**config.mk**
```make
export PLATFORM = sky130hd
export DESIGN_NAME = uart_tx_queue
export DESIGN_NICKNAME = d
export VERILOG_FILES = /design/src/rtl/uart_tx_queue.sv
export SDC_FILE = /design/constraint.sdc
export NUM_CORES = 1
export LEC_CHECK = 0
export BUFFER_PORTS_ARGS = -buffer_cell sky130_fd_sc_hd__buf_2
export CAP_MARGIN = 25
export CORE_MARGIN = 2
export CORE_UTILIZATION = 55
export CTS_CLUSTER_SIZE = 14
export DETAILED_ROUTE_END_ITERATION = 12
export PLACE_DENSITY = 0.72
export SLEW_MARGIN = 20
export SYNTH_ARGS = -nofsm -noshare
export SYNTH_HDL_FRONTEND = slang
export SYNTH_SLANG_ARGS = --single-unit
```
**constraint.sdc**
```tcl
create_clock -name i_local_clk -period 3 [get_ports i_local_clk]
set_clock_uncertainty 0.15 [all_clocks]
set_input_delay 0.15 -clock i_local_clk [delete_from_list [all_inputs] [get_ports i_local_clk]]
set_output_delay 0.15 -clock i_local_clk [all_outputs]
set_load 0.02 [all_outputs]
```
**src/rtl/uart_tx_queue.sv**
```systemverilog
// rtl/uart_tx_queue.sv - byte queue and one-shot handshake sequencer feeding a UART transmitter
// UART_TXQ_GAP_EN builds the S_GAP state and its counter for inter-byte idle clocks.
module uart_tx_queue #(
    parameter logic [3:0]  p_DATA_BIT   = 4'd8,
    parameter int          p_DEPTH_LOG2 = 4,
    parameter logic [15:0] p_GAP        = 16'd0
) (
    input  logic                    i_local_clk,
    input  logic                    i_rst_n,
    input  logic                    i_wr_en,
    input  logic [p_DATA_BIT-1:0]   i_wr_data,
    output logic                    o_full,
    output logic                    o_empty,
    output logic [p_DEPTH_LOG2:0]   o_level,
    output logic                    o_ovf,
    input  logic                    i_ovf_clr,
    output logic                    o_tx_valid,
    output logic [p_DATA_BIT-1:0]   o_tx_data,
    input  logic                    i_tx_ready,
    output logic                    o_busy
);

    localparam int DEPTH = 1 << p_DEPTH_LOG2;
    localparam logic [p_DEPTH_LOG2:0] PTR_ONE = 1;

    localparam logic [2:0] S_IDLE = 3'd0;
    localparam logic [2:0] S_SEND = 3'd1;
    localparam logic [2:0] S_WAIT = 3'd2;
    localparam logic [2:0] S_BUSY = 3'd3;
`ifdef UART_TXQ_GAP_EN
    localparam logic [2:0] S_GAP  = 3'd4;
`endif

    logic [p_DATA_BIT-1:0]  mem [DEPTH];
    logic [p_DEPTH_LOG2:0]  wr_ptr;
    logic [p_DEPTH_LOG2:0]  rd_ptr;
    logic [2:0]             state;
    logic                   push;
    logic                   pop;

    // Extra pointer MSB distinguishes full from empty when the index bits match.
    assign o_empty = (wr_ptr == rd_ptr);
    assign o_full  = (wr_ptr[p_DEPTH_LOG2] != rd_ptr[p_DEPTH_LOG2]) &&
                     (wr_ptr[p_DEPTH_LOG2-1:0] == rd_ptr[p_DEPTH_LOG2-1:0]);
    assign o_level = wr_ptr - rd_ptr;
    assign o_busy  = !o_empty || (state != S_IDLE);

    assign push = i_wr_en && !o_full;
    assign pop  = (state == S_IDLE) && !o_empty && i_tx_ready;

    always_ff @(posedge i_local_clk) begin
        if (push) begin
            mem[wr_ptr[p_DEPTH_LOG2-1:0]] <= i_wr_data;
        end
    end

    always_ff @(posedge i_local_clk or negedge i_rst_n) begin
        if (!i_rst_n) begin
            wr_ptr <= '0;
            rd_ptr <= '0;
            o_ovf  <= 1'b0;
        end else begin
            if (push) begin
                wr_ptr <= wr_ptr + PTR_ONE;
            end
            if (pop) begin
                rd_ptr <= rd_ptr + PTR_ONE;
            end
            if (i_wr_en && o_full) begin
                o_ovf <= 1'b1;
            end else if (i_ovf_clr) begin
                o_ovf <= 1'b0;
            end
        end
    end

`ifdef UART_TXQ_GAP_EN
    logic [15:0] gap_cnt;
`else
    logic [15:0] unused_gap;
    assign unused_gap = p_GAP;
`endif

    // The sequencer demands a full ready low->high cycle before the next pop.
    always_ff @(posedge i_local_clk or negedge i_rst_n) begin
        if (!i_rst_n) begin
            state      <= S_IDLE;
            o_tx_valid <= 1'b0;
            o_tx_data  <= '0;
`ifdef UART_TXQ_GAP_EN
            gap_cnt    <= 16'd0;
`endif
        end else begin
            o_tx_valid <= 1'b0;
            case (state)
                S_IDLE: begin
                    if (pop) begin
                        o_tx_data  <= mem[rd_ptr[p_DEPTH_LOG2-1:0]];
                        o_tx_valid <= 1'b1;
                        state      <= S_SEND;
                    end
                end
                S_SEND: begin
                    state <= S_WAIT;
                end
                S_WAIT: begin
                    if (!i_tx_ready) begin
                        state <= S_BUSY;
                    end
                end
                S_BUSY: begin
                    if (i_tx_ready) begin
`ifdef UART_TXQ_GAP_EN
                        state   <= S_GAP;
                        gap_cnt <= 16'd0;
`else
                        state   <= S_IDLE;
`endif
                    end
                end
`ifdef UART_TXQ_GAP_EN
                S_GAP: begin
                    if ((p_GAP == 16'd0) || (gap_cnt == p_GAP - 16'd1)) begin
                        state <= S_IDLE;
                    end else begin
                        gap_cnt <= gap_cnt + 16'd1;
                    end
                end
`endif
                default: begin
                    state <= S_IDLE;
                end
            endcase
        end
    end

endmodule
```
==> results of run 1 <==
metal layers:
layer,track usage,vias to the layer above,share of wire
met5,0,-,0
met4,0.0866,0,0.016
met3,0.0570,19,0.054
met2,0.365,114,0.50
met1,0.300,1687,0.43
li1,-,1514,-
stage by stage:
| stage | hold slack, ns | util | power (mW) |
|---|---|---|---|
| final | 0.00698 | 0.658 | 7.34 |
| after global routing | 0.00863 | 0.658 | 7.69 |
| after CTS | 0.00134 | 0.658 | 7.37 |
| after detailed placement | 0.0161 | 0.597 | 5.27 |
| after global placement | -0.00458 | 0.597 | 5.19 |
| after floorplan | -0.296 | - | 4.63 |
synthesized netlist by cell type, types with 2 or more instances:
| cell type | instances | area, sq um |
|---|---|---|
| xor2_1 | 2 | 17.5 |
| nand3_1 | 2 | 10.0 |
| a21o_1 | 2 | 15.0 |
| nor3_1 | 5 | 25.0 |
| dfrtp_1 | 22 | 551 |
| o22ai_1 | 16 | 100 |
| nand2_1 | 7 | 26.3 |
| clkbuf_1 | 3 | 11.3 |
| mux4_1 | 2 | 52.6 |
| edfxtp_1 | 128 | 3840 |
| mux2i_1 | 33 | 330 |
| buf_4 | 2 | 15.0 |
| nand3b_1 | 2 | 15.0 |
| mux4_2 | 14 | 315 |
| a21oi_1 | 2 | 10.0 |
| a31oi_1 | 8 | 50.1 |
| buf_2 | 4 | 20.0 |
| xnor2_1 | 10 | 87.6 |
| and3_1 | 4 | 25.0 |
| o21ai_0 | 3 | 15.0 |
| nor4_1 | 4 | 25.0 |
| nor2_1 | 23 | 86.3 |
| buf_6 | 6 | 67.6 |
| a22oi_1 | 8 | 60.1 |
| inv_1 | 18 | 67.6 |
| nand4_1 | 5 | 31.3 |
| ha_1 | 13 | 163 |
power groups by stage:
stage	clock network, mW	logic (mW)	registers (mW)
floorplan	0	1.80	2.83
global placement	0	2.38	2.81
detailed placement	0	2.44	2.83
CTS	2.11	2.46	2.79
global route	2.20	2.66	2.83
finish	2.10	2.45	2.79
layout make-up:
type | instances | share of cell area
sequential | 150 | 0.611
tap | 140 | 0.0243
inverter | 18 | 0.00939
timing repair buffer | 52 | 0.0469
multi-input combinational | 177 | 0.228
clock buffer | 17 | 0.0591
clock inverter | 13 | 0.0214
worst min-delay path by stage:
stage / to / slack [ns] / cells past startpoint
after global placement: state[1] / -0.005 / 1
after floorplan: o_ovf / -0.30 / 0
after global routing: mem[7][0] / 0.009 / 1
final: mem[8][3] / 0.007 / 1
after detailed placement: state[0] / 0.02 / 1
after CTS: mem[15][3] / 0.001 / 1
flip-flops by register name, indices dropped and copies added, names as in the netlist:
signal / flops
mem: 128
o_tx_data: 8
wr_ptr: 5
rd_ptr: 5
o_tx_valid: 1
o_ovf: 1
state: 2
critical path, cell delays in order (launching register included):
cell	delay, ns
dfrtp_1	0.58
ha_1	0.35
and4_2	0.30
a21boi_2	0.35
nand2_1	0.21
nor3_1	0.23
buf_4	0.22
cell families (layout without fill, tap and decap cells):
group,count (synthesis),count (layout)
AOI/OAI and AO/OA,44,44
muxes,50,50
buffers and inverters,35,100
adders and majority gates,14,14
DFF,150,150
and+or+nand+nor,56,56
xor gates and xnor gates,13,13
timing repair:
| action | 4_1_cts | 5_1_grt |
|---|---|---|
| hold buffers | 9 | 0 |
| resized for setup | 0 | 0 |
| endpoints found under the hold margin | 90 | 0 |
==> results by group, run 1 <==
STA
  • Slew headroom: 0.373
  • Fin crit period: 2.69 ns
  • Max Clk Rate: 0.372 GHz
  • Slew @ Worst Pin: 0.933 ns
  • Total negative setup slack: 0 ns
  • RSZ-0062 raised after global routing: no
  • Final Max Slew Viols: 0
  • Fin crit share: 0.895
  • Worst setup margin: 0.314 ns
  • Endpoints failing setup: 0
  • Final hold violation count: 0

Yosys
  • Ys async rst share: 0.147
  • Sequential cell area fraction in the yosys report: 0.706
  • Distinct cells, synth: 41
  • Syn Area/Cell: 17.2 sq um
  • Main flop type after synthesis: edfxtp_1
  • Simple-gate share of the synthesized area: 0.0448
  • Post-Synthesis Cell Area: 6220 sq um
  • Synth Area in Adders: 0.0294
  • XOR/XNOR share of the synthesized area: 0.0213
  • Post-Synthesis Cells: 362
  • Yosys warning total: 0
  • EDFF count, synth: 128
  • Synth Net Count: 389
  • FF+latch count, synth: 150
  • Compound-cell area share of the yosys netlist: 0.0507
  • Largest family of logic cells by synthesized area: multiplexers
  • Post-synthesis mux area share: 0.115

Worst setup path
  • RR Endpoint: mem[11][5]
  • CP Launch Type: register
  • Reg2reg path depth: 6
  • Type of element capturing the critical path: register
  • Worst Setup SP: wr_ptr[3]
  • Critical Path Sink: mem[11][5]
  • Setup Crit Path Kind: register to register
  • Critical Path RT: 2.97 ns
  • Worst-path fanout max: 10
  • Flop2flop setup slack: 0.31 ns
  • Crit Reg-Reg Startpoint: wr_ptr[3]
  • Worst EP arrival: 2.66 ns

Place
  • IO Port Bufs: 30
  • Routability congestion estimate: 0.869
  • Setup WS pre-CTS: 0.428 ns
  • Dpl hpwl: 8110 microns
  • DP Area: 6530 sq um
  • Dpl cells: 528

Routing
  • Routed WL per cell: 21.9 microns
  • Initial DRC Count: 266
  • Vias/cell: 5.88
  • WL final: 12400 microns
  • Via Count: 3334
  • Antenna Nets Post-Route: 0
  • Drt pass-1 iters: 4
  • # DRC: 0

Cells and area
  • Fin cells: 567
  • Fillers: 753
  • Most frequent cells in the layout: edfxtp_1 (128), mux2i_1 (33), buf_2 (30)
  • Most common cell after layout, fill and taps aside: edfxtp_1
  • Layout overhead on the synthesized area: 15.7%
  • Area of the multi-input gates: 1640 sq um
  • Fin area: 7200 sq um
  • Storage cell area: 4400 sq um
  • Layout cells sized above 1: 0.225
  • N_diodes: 0
  • Fin nets: 443

GRT
  • GR Util All Layers: 0.227
  • Vias in the first global route: 3402
  • Largest net degree at the start of global routing: 35
  • Initial antenna violation count: 0
  • First-pass GRT wire length: 19100 microns
  • Gr ovfl total: 0

Clocking
  • Clock sinks: 150
  • Latest clock arrival within the worst-skew pair: 0.42 ns
  • Clock buffer depth: 2
  • Htree depth: 4
  • Worst-path clk slew: 0.06 ns
  • Root Buffer: clkbuf_16
  • CTS tree: done
  • Total CTS buffers: 17
  • Postcts setup bufs: 0

Floorplan
  • Total Die Area: 12200 sq um
  • Die W: 110 microns
  • Num rows: 38
  • Die height: 110 microns
  • Core ar.: 10900 sq um
  • Initial core utilization: 0.569
  • I/O pins: 31

Power
  • Reg power frac: 0.381
  • Sw Pwr: 2.47 mW
  • Comb pwr share: 0.334
  • VDD IR max: 1.17 mV
  • Power Dens Cells: 1020 nW/um^2
  • Leak: 2.60 nW
  • Switching Share: 0.337
  • Clock share of power: 0.286
  • Internal: 4.86 mW

Min path
  • Worst Hold Class: primary input to register
  • Hold Path Origin: i_wr_data[3]

Flow run
  • Total of max-cap violations: 0

Status
  • Outcome: finished clean
Note: power is estimated with default switching activity, not from simulation.
==> run 2, diff against run 1 <==
- ABC_AREA: not set -> 1
- PLACE_DENSITY: 0.72 -> 0.71
==> run 2 against run 1 <==
  * Worst setup slack better by 0.052 ns
  * Final cell count is 53% higher
  * Sequential share of layout area is 3.8 points lower
  * Combinational power is 18% higher
  * Largest cell class unchanged
  * Largest power group is now combinational logic
  * Highest routed layer unchanged
==> results by group, run 2 <==
Floorplan
  • Die W: 115 microns (+4.1%)
  • I/O pins: 31 (unchanged)
  • Die height: 115 microns (+4.1%)
  • Core ar.: 12000 sq um (+9.8%)
  • Initial core utilization: 0.563 (-0.00628)
  • Total Die Area: 13200 sq um (+8.3%)
  • Num rows: 40 (+5.3%)

Cells and area
  • Area of the multi-input gates: 1770 sq um (+7.8%)
  • Most frequent cells in the layout: nand2_1 (184), edfxtp_1 (128), inv_1 (113)
  • Fin nets: 736 (+66%)
  • Storage cell area: 4400 sq um (unchanged)
  • Final Core Density: 0.639 (-0.0193)
  • Max reg flops: 128 (unchanged)
  • N_diodes: 0 (unchanged)
  • Most common cell after layout, fill and taps aside: nand2_1
  • Fillers: 952 (+26%)
  • Layout cells sized above 1: 0.109 (-0.115)
  • Layout overhead on the synthesized area: 13.5%

GRT
  • First-pass GRT wire length: 23100 microns (+21%)
  • Initial antenna violation count: 0 (unchanged)
  • Vias in the first global route: 4471 (+31%)
  • GR Util All Layers: 0.239 (+0.0120)
  • Gr ovfl total: 0 (unchanged)
  • Largest net degree at the start of global routing: 68 (+94%)

Worst setup path
  • Type of element capturing the critical path: register
  • Critical Path RT: 2.91 ns (-0.06 ns)
  • Worst EP arrival: 2.55 ns (-0.11 ns)
  • Worst-path fanout max: 10 (unchanged)
  • Setup Crit Path Kind: register to register
  • CP Launch Type: register

Yosys
  • Post-synth top area cell: edfxtp_1
  • Largest family of logic cells by synthesized area: simple AND/OR/NAND/NOR gates
  • Sequential cell area fraction in the yosys report: 0.650 (-0.0561)
  • EDFF count, synth: 128 (unchanged)
  • Dominant cells by area after synthesis: edfxtp_1 (57%), nand2_1 (10%), dfrtp_1 (8.1%), nand3_1 (6.7%), inv_1 (6.3%)
  • Simple-gate share of the synthesized area: 0.212 (+0.167)
  • FF+latch count, synth: 150 (unchanged)
  • Top cell type's share of synthesized area: 0.569 (-0.0491)
  • Post-Synthesis Cells: 672 (+86%)
  • Main flop type after synthesis: edfxtp_1
  • Compound-cell area share of the yosys netlist: 0.00815 (-0.0425)
  • Yosys warning total: 0 (unchanged)
  • Synth Net Count: 699 (+80%)
  • Syn Area/Cell: 10.1 sq um (-41%)
  • Ys async rst share: 0.147 (unchanged)
  • Synth Area in Adders: 0.0270 (-0.00233)
  • Post-Synthesis Cell Area: 6760 sq um (+8.6%)
  • Top-count cell post-synth: nand2_1
  • XOR/XNOR share of the synthesized area: 0.0130 (-0.00836)
  • Post-synthesis mux area share: 0.00148 (-0.113)
  • Distinct cells, synth: 24 (-41%)
  • Synth top cells by count: nand2_1 (184), edfxtp_1 (128), inv_1 (113), nand3_1 (90), nor2_1 (64)

Routing
  • # DRC: 0 (unchanged)
  • WL final: 14600 microns (+18%)
  • Via Count: 4592 (+38%)
  • Drt pass-1 iters: 5 (+1)
  • Top Layer Used: met4
  • Met2 WL: 7070 microns (+13%)
  • Initial DRC Count: 427 (+61%)
  • Met3 wire length: 1020 microns (+53%)
  • Vias/cell: 5.28 (-10%)
  • Routed WL per cell: 16.9 microns (-23%)
  • Met1 Wirelength: 6230 microns (+17%)
  • Antenna Nets Post-Route: 0 (unchanged)

Power
  • Leak: 3.41 nW (+31%)
  • Total Power: 7.80 mW (+6.3%)
  • VDD IR max: 0.494 mV (-58%)
  • Power Dens Cells: 1020 nW/um^2 (-0.28%)

Status
  • Outcome: finished clean

Place
  • Dpl hpwl: 9290 microns (+15%)
  • Setup WS pre-CTS: 0.392 ns (-0.0366 ns)
  • IO Port Bufs: 30 (unchanged)
  • Routability congestion estimate: 0.909 (+4.6%)

STA
  • Total negative setup slack: 0 ns (unchanged)
  • Slew @ Worst Pin: 0.707 ns (-0.226 ns)
  • Fin crit period: 2.63 ns (-0.0516 ns)
  • Final Max Slew Viols: 0 (unchanged)
  • Final hold violation count: 0 (unchanged)
  • Worst setup margin: 0.366 ns (+0.0516 ns)
  • Endpoints failing setup: 0 (unchanged)
  • RSZ-0062 raised after global routing: no
  • Fin crit share: 0.878 (-0.0172)
  • Slew headroom: 0.528 (+0.156)
  • Max Clk Rate: 0.380 GHz (+2.0%)

Clocking
  • Root Buffer: clkbuf_16
  • Latest clock arrival within the worst-skew pair: 0.43 ns (about the same)
  • Post_cts resized: 0 (unchanged)
  • Total CTS buffers: 17 (unchanged)
  • Clock sinks: 150 (unchanged)
  • Clock buffer depth: 2 (unchanged)
  • CTS tree: done
  • Htree depth: 4 (unchanged)
  • Worst-path clk slew: 0.06 ns (about the same)

Flow run
  • Total of max-cap violations: 0 (unchanged)

Min path
  • Worst Hold Class: primary input to register
==> run 2: timing repair <==
item / in CTS / in global routing
hold buffers: 5 / 0
hold endpoints to repair: 26 / 0
setup buffers: 0 / 0
==> run 2: critical path: stages (launching register included) <==
cell and delay, ns:
dfrtp_1 0.41, inv_2 0.15, ha_1 0.29, nand2_1 0.10
nor2_2 0.05, inv_1 0.10, nor2_4 0.05, nor2_4 0.17
nand2_1 0.21, nor2_1 0.58
==> run 2: logic make-up after synthesis <==
kind of cell               count (synthesis)
buffers and inverters                    142
muxes                                      1
DFF                                      150
adders and majority gates                 14
xor gates and xnor gates                  10
and+or+nand+nor                          344
AOI/OAI and AO/OA                         11
==> run 2: routing by layer <==
metal,GRT usage,vias up
met5,0,-
met4,0.0924,0
met3,0.0490,29
met2,0.376,184
met1,0.330,2170
li1,-,2209
==> run 2: cell type report <==
class,instances,area share
sequential,150,0.573
multi-input combinational,380,0.231
clock buffer,21,0.0613
inverter,118,0.0580
timing repair buffer,42,0.0346
tap,147,0.0240
clock inverter,11,0.0188
==> run 2: path summary, 6_finish.rpt <==
path                              start            to  slack (ns)  cells past startpoint
max reg2reg                   rd_ptr[3]    mem[10][0]        0.37                      9
min in group asynchronous       i_rst_n  o_tx_data[2]        0.09                      2
max in group asynchronous       i_rst_n     rd_ptr[0]        2.22                      2
min                        i_wr_data[2]     mem[0][2]        0.02                      1
max                           rd_ptr[3]    mem[10][0]        0.37                      9
min reg2reg                o_tx_data[2]  o_tx_data[2]        0.36                      2
==> run 2: metrics by stage <==
step                area [sq um]  instances  hold WS [ns]
floorplan                   6760        672        -0.296
global placement            7010        832      -0.00193
detailed placement          7010        832      0.000934
CTS                         7670        869        0.0306
global route                7670        869        0.0317
finish                      7670        869        0.0172
==> run 2: report_power, final <==
group          leakage (nW)  switching (mW)  total [mW]  internal, mW
Sequential             1.41           0.139        2.73          2.59
Clock                 0.304           0.813        2.19          1.37
Combinational          1.69            2.01        2.88         0.874
Total                  3.41            2.96        7.80          4.84
==> run 3, diff against run 2 <==
- PLACE_DENSITY: 0.71 -> 0.83
- clock period: 3 -> 3.25 ns (I/O delays scaled with it)
==> run 3 against run 2 <==
  * Power down 8.9%
  * Global-route usage up 0.69 points
  * Combinational power down 6.9%
  * Utilization down 0.49 points
  * Critical endpoint is now mem[6][4]
==> results by group, run 3 (synthesized netlist as in run 2, its figures left out) <==
Floorplan
  • Initial core utilization: 0.563 (unchanged)
  • Die height: 115 microns (unchanged)
  • Num rows: 40 (unchanged)
  • Die W: 115 microns (unchanged)
  • I/O pins: 31 (unchanged)
  • Core ar.: 12000 sq um (unchanged)
  • Total Die Area: 13200 sq um (unchanged)

STA
  • Final Max Slew Viols: 0 (unchanged)
  • Endpoints failing setup: 0 (unchanged)
  • Slew @ Worst Pin: 0.691 ns (-0.0164 ns)
  • Final hold violation count: 0 (unchanged)
  • Fin crit period: 2.60 ns (-0.0329 ns)
  • RSZ-0062 raised after global routing: no
  • Max Clk Rate: 0.384 GHz (+1.3%)
  • Slew headroom: 0.539 (+0.0110)
  • Total negative setup slack: 0 ns (unchanged)
  • Fin crit share: 0.800 (-0.0777)

Min path
  • Worst Hold Class: primary input to register

Cells and area
  • Most frequent cells in the layout: nand2_1 (184), edfxtp_1 (128), inv_1 (113)
  • Fin area: 7610 sq um (-0.77%)
  • Max reg flops: 128 (unchanged)
  • Area of the multi-input gates: 1770 sq um (unchanged)
  • Layout cells sized above 1: 0.105 (-0.00401)
  • N_diodes: 0 (unchanged)
  • Final Core Density: 0.634 (-0.00490)
  • Fillers: 922 (-3.2%)
  • Layout overhead on the synthesized area: 12.7%
  • Fin nets: 736 (unchanged)
  • Most common cell after layout, fill and taps aside: nand2_1
  • Storage cell area: 4400 sq um (unchanged)

Worst setup path
  • Type of element capturing the critical path: register
  • Worst-path fanout max: 10 (unchanged)
  • Worst EP arrival: 2.50 ns (-0.05 ns)
  • Critical path, cell by cell: inv_2 -> ha_1 -> nand2_1 -> nor2_2 -> inv_1 -> nor2_4 -> nor2_4 -> nand2_1 -> nor2_1
  • CP peak stage delay: 0.53 ns (-0.05 ns)
  • CP Launch Type: register
  • CP max stage cell: nor2_1
  • Setup Crit Path Kind: register to register
  • Critical Path RT: 3.15 ns (+0.24 ns)

Power
  • VDD IR max: 0.553 mV (+12%)
  • Power Dens Cells: 933 nW/um^2 (-8.2%)
  • Leak: 3.38 nW (-0.90%)
  • Total Power: 7.10 mW (-8.9%)

Place
  • Dpl hpwl: 9520 microns (+2.5%)
  • Routability congestion estimate: 0.914 (+0.56%)
  • IO Port Bufs: 30 (unchanged)
  • DP Area: 7000 sq um (about the same)

GRT
  • Gr ovfl total: 0 (unchanged)
  • Largest net degree at the start of global routing: 68 (unchanged)
  • GR Util All Layers: 0.245 (+0.00687)
  • Initial antenna violation count: 0 (unchanged)
  • Vias in the first global route: 4640 (+3.8%)
  • First-pass GRT wire length: 23600 microns (+2.5%)

Routing
  • # DRC: 0 (unchanged)
  • Initial DRC Count: 526 (+23%)
  • Via Count: 4637 (+0.98%)
  • Antenna Nets Post-Route: 0 (unchanged)
  • Drt pass-1 iters: 5 (unchanged)
  • Routed WL per cell: 17.0 microns (+1.1%)
  • Vias/cell: 5.34 (+1.1%)
  • WL final: 14800 microns (+1.0%)

Clocking
  • Worst-path clk slew: 0.06 ns (about the same)
  • CTS tree: done
  • CTS Hold Buffers Added: 4 (-1)
  • Latest clock arrival within the worst-skew pair: 0.42 ns (about the same)
  • Root Buffer: clkbuf_16
  • Postcts setup bufs: 0 (unchanged)
  • Htree depth: 4 (unchanged)
  • Clock buffer depth: 2 (unchanged)
  • Post_cts resized: 0 (unchanged)
  • Clock sinks: 150 (unchanged)
  • Total CTS buffers: 17 (unchanged)

Flow run
  • Total of max-cap violations: 0 (unchanged)

Status
  • Outcome: finished clean
-- run 3: final cells by class --
type	count	share of cell area
clock inverters	11	0.0176
inverters	118	0.0585
well taps	147	0.0242
multi-input cells	380	0.232
repair buffers	42	0.0329
flip-flops and latches	150	0.577
clock buffers	20	0.0573
-- run 3: critical path: cells and delay by family, from the launching register on --
kind,cells,cell delay [ns]
simple gates,6,1.12
flops,1,0.41
fa+ha+maj,1,0.29
buf+inv,2,0.26
-- run 3: metrics by stage --
step	worst slack, ns	instances	hold WS, ns
after global placement	0.742	833	0.00867
after floorplan	0.696	672	-0.283
after detailed placement	0.653	833	0.0137
after CTS	0.652	868	0.00520
final	0.649	868	0.0180
after global routing	0.502	868	0.0358
-- run 3: worst paths after layout --
kind / from / endpoint / depth (start not counted) / slack [ns]
max: rd_ptr[3] / mem[6][4] / 9 / 0.65
min: i_tx_ready / state[0] / 4 / 0.02
max reg2reg: rd_ptr[3] / mem[6][4] / 9 / 0.65
min reg2reg: o_tx_data[7] / o_tx_data[7] / 2 / 0.36
max in group asynchronous: i_rst_n / rd_ptr[0] / 2 / 2.47
min in group asynchronous: i_rst_n / state[0] / 2 / 0.11
-- run 3: layer usage --
metal / vias to the layer above / GRT usage / wire length (microns)
met2: 178 / 0.407 / 7510
met3: 28 / 0.0643 / 1130
li1: 2206 / - / -
met5: - / 0 / 0
met1: 2225 / 0.311 / 5840
met4: 0 / 0.0972 / 309
-- run 3: where the power goes --
part	switching (mW)	internal [mW]
clock	0.703	1.19
sequential	0.136	2.39
combinational	1.88	0.800
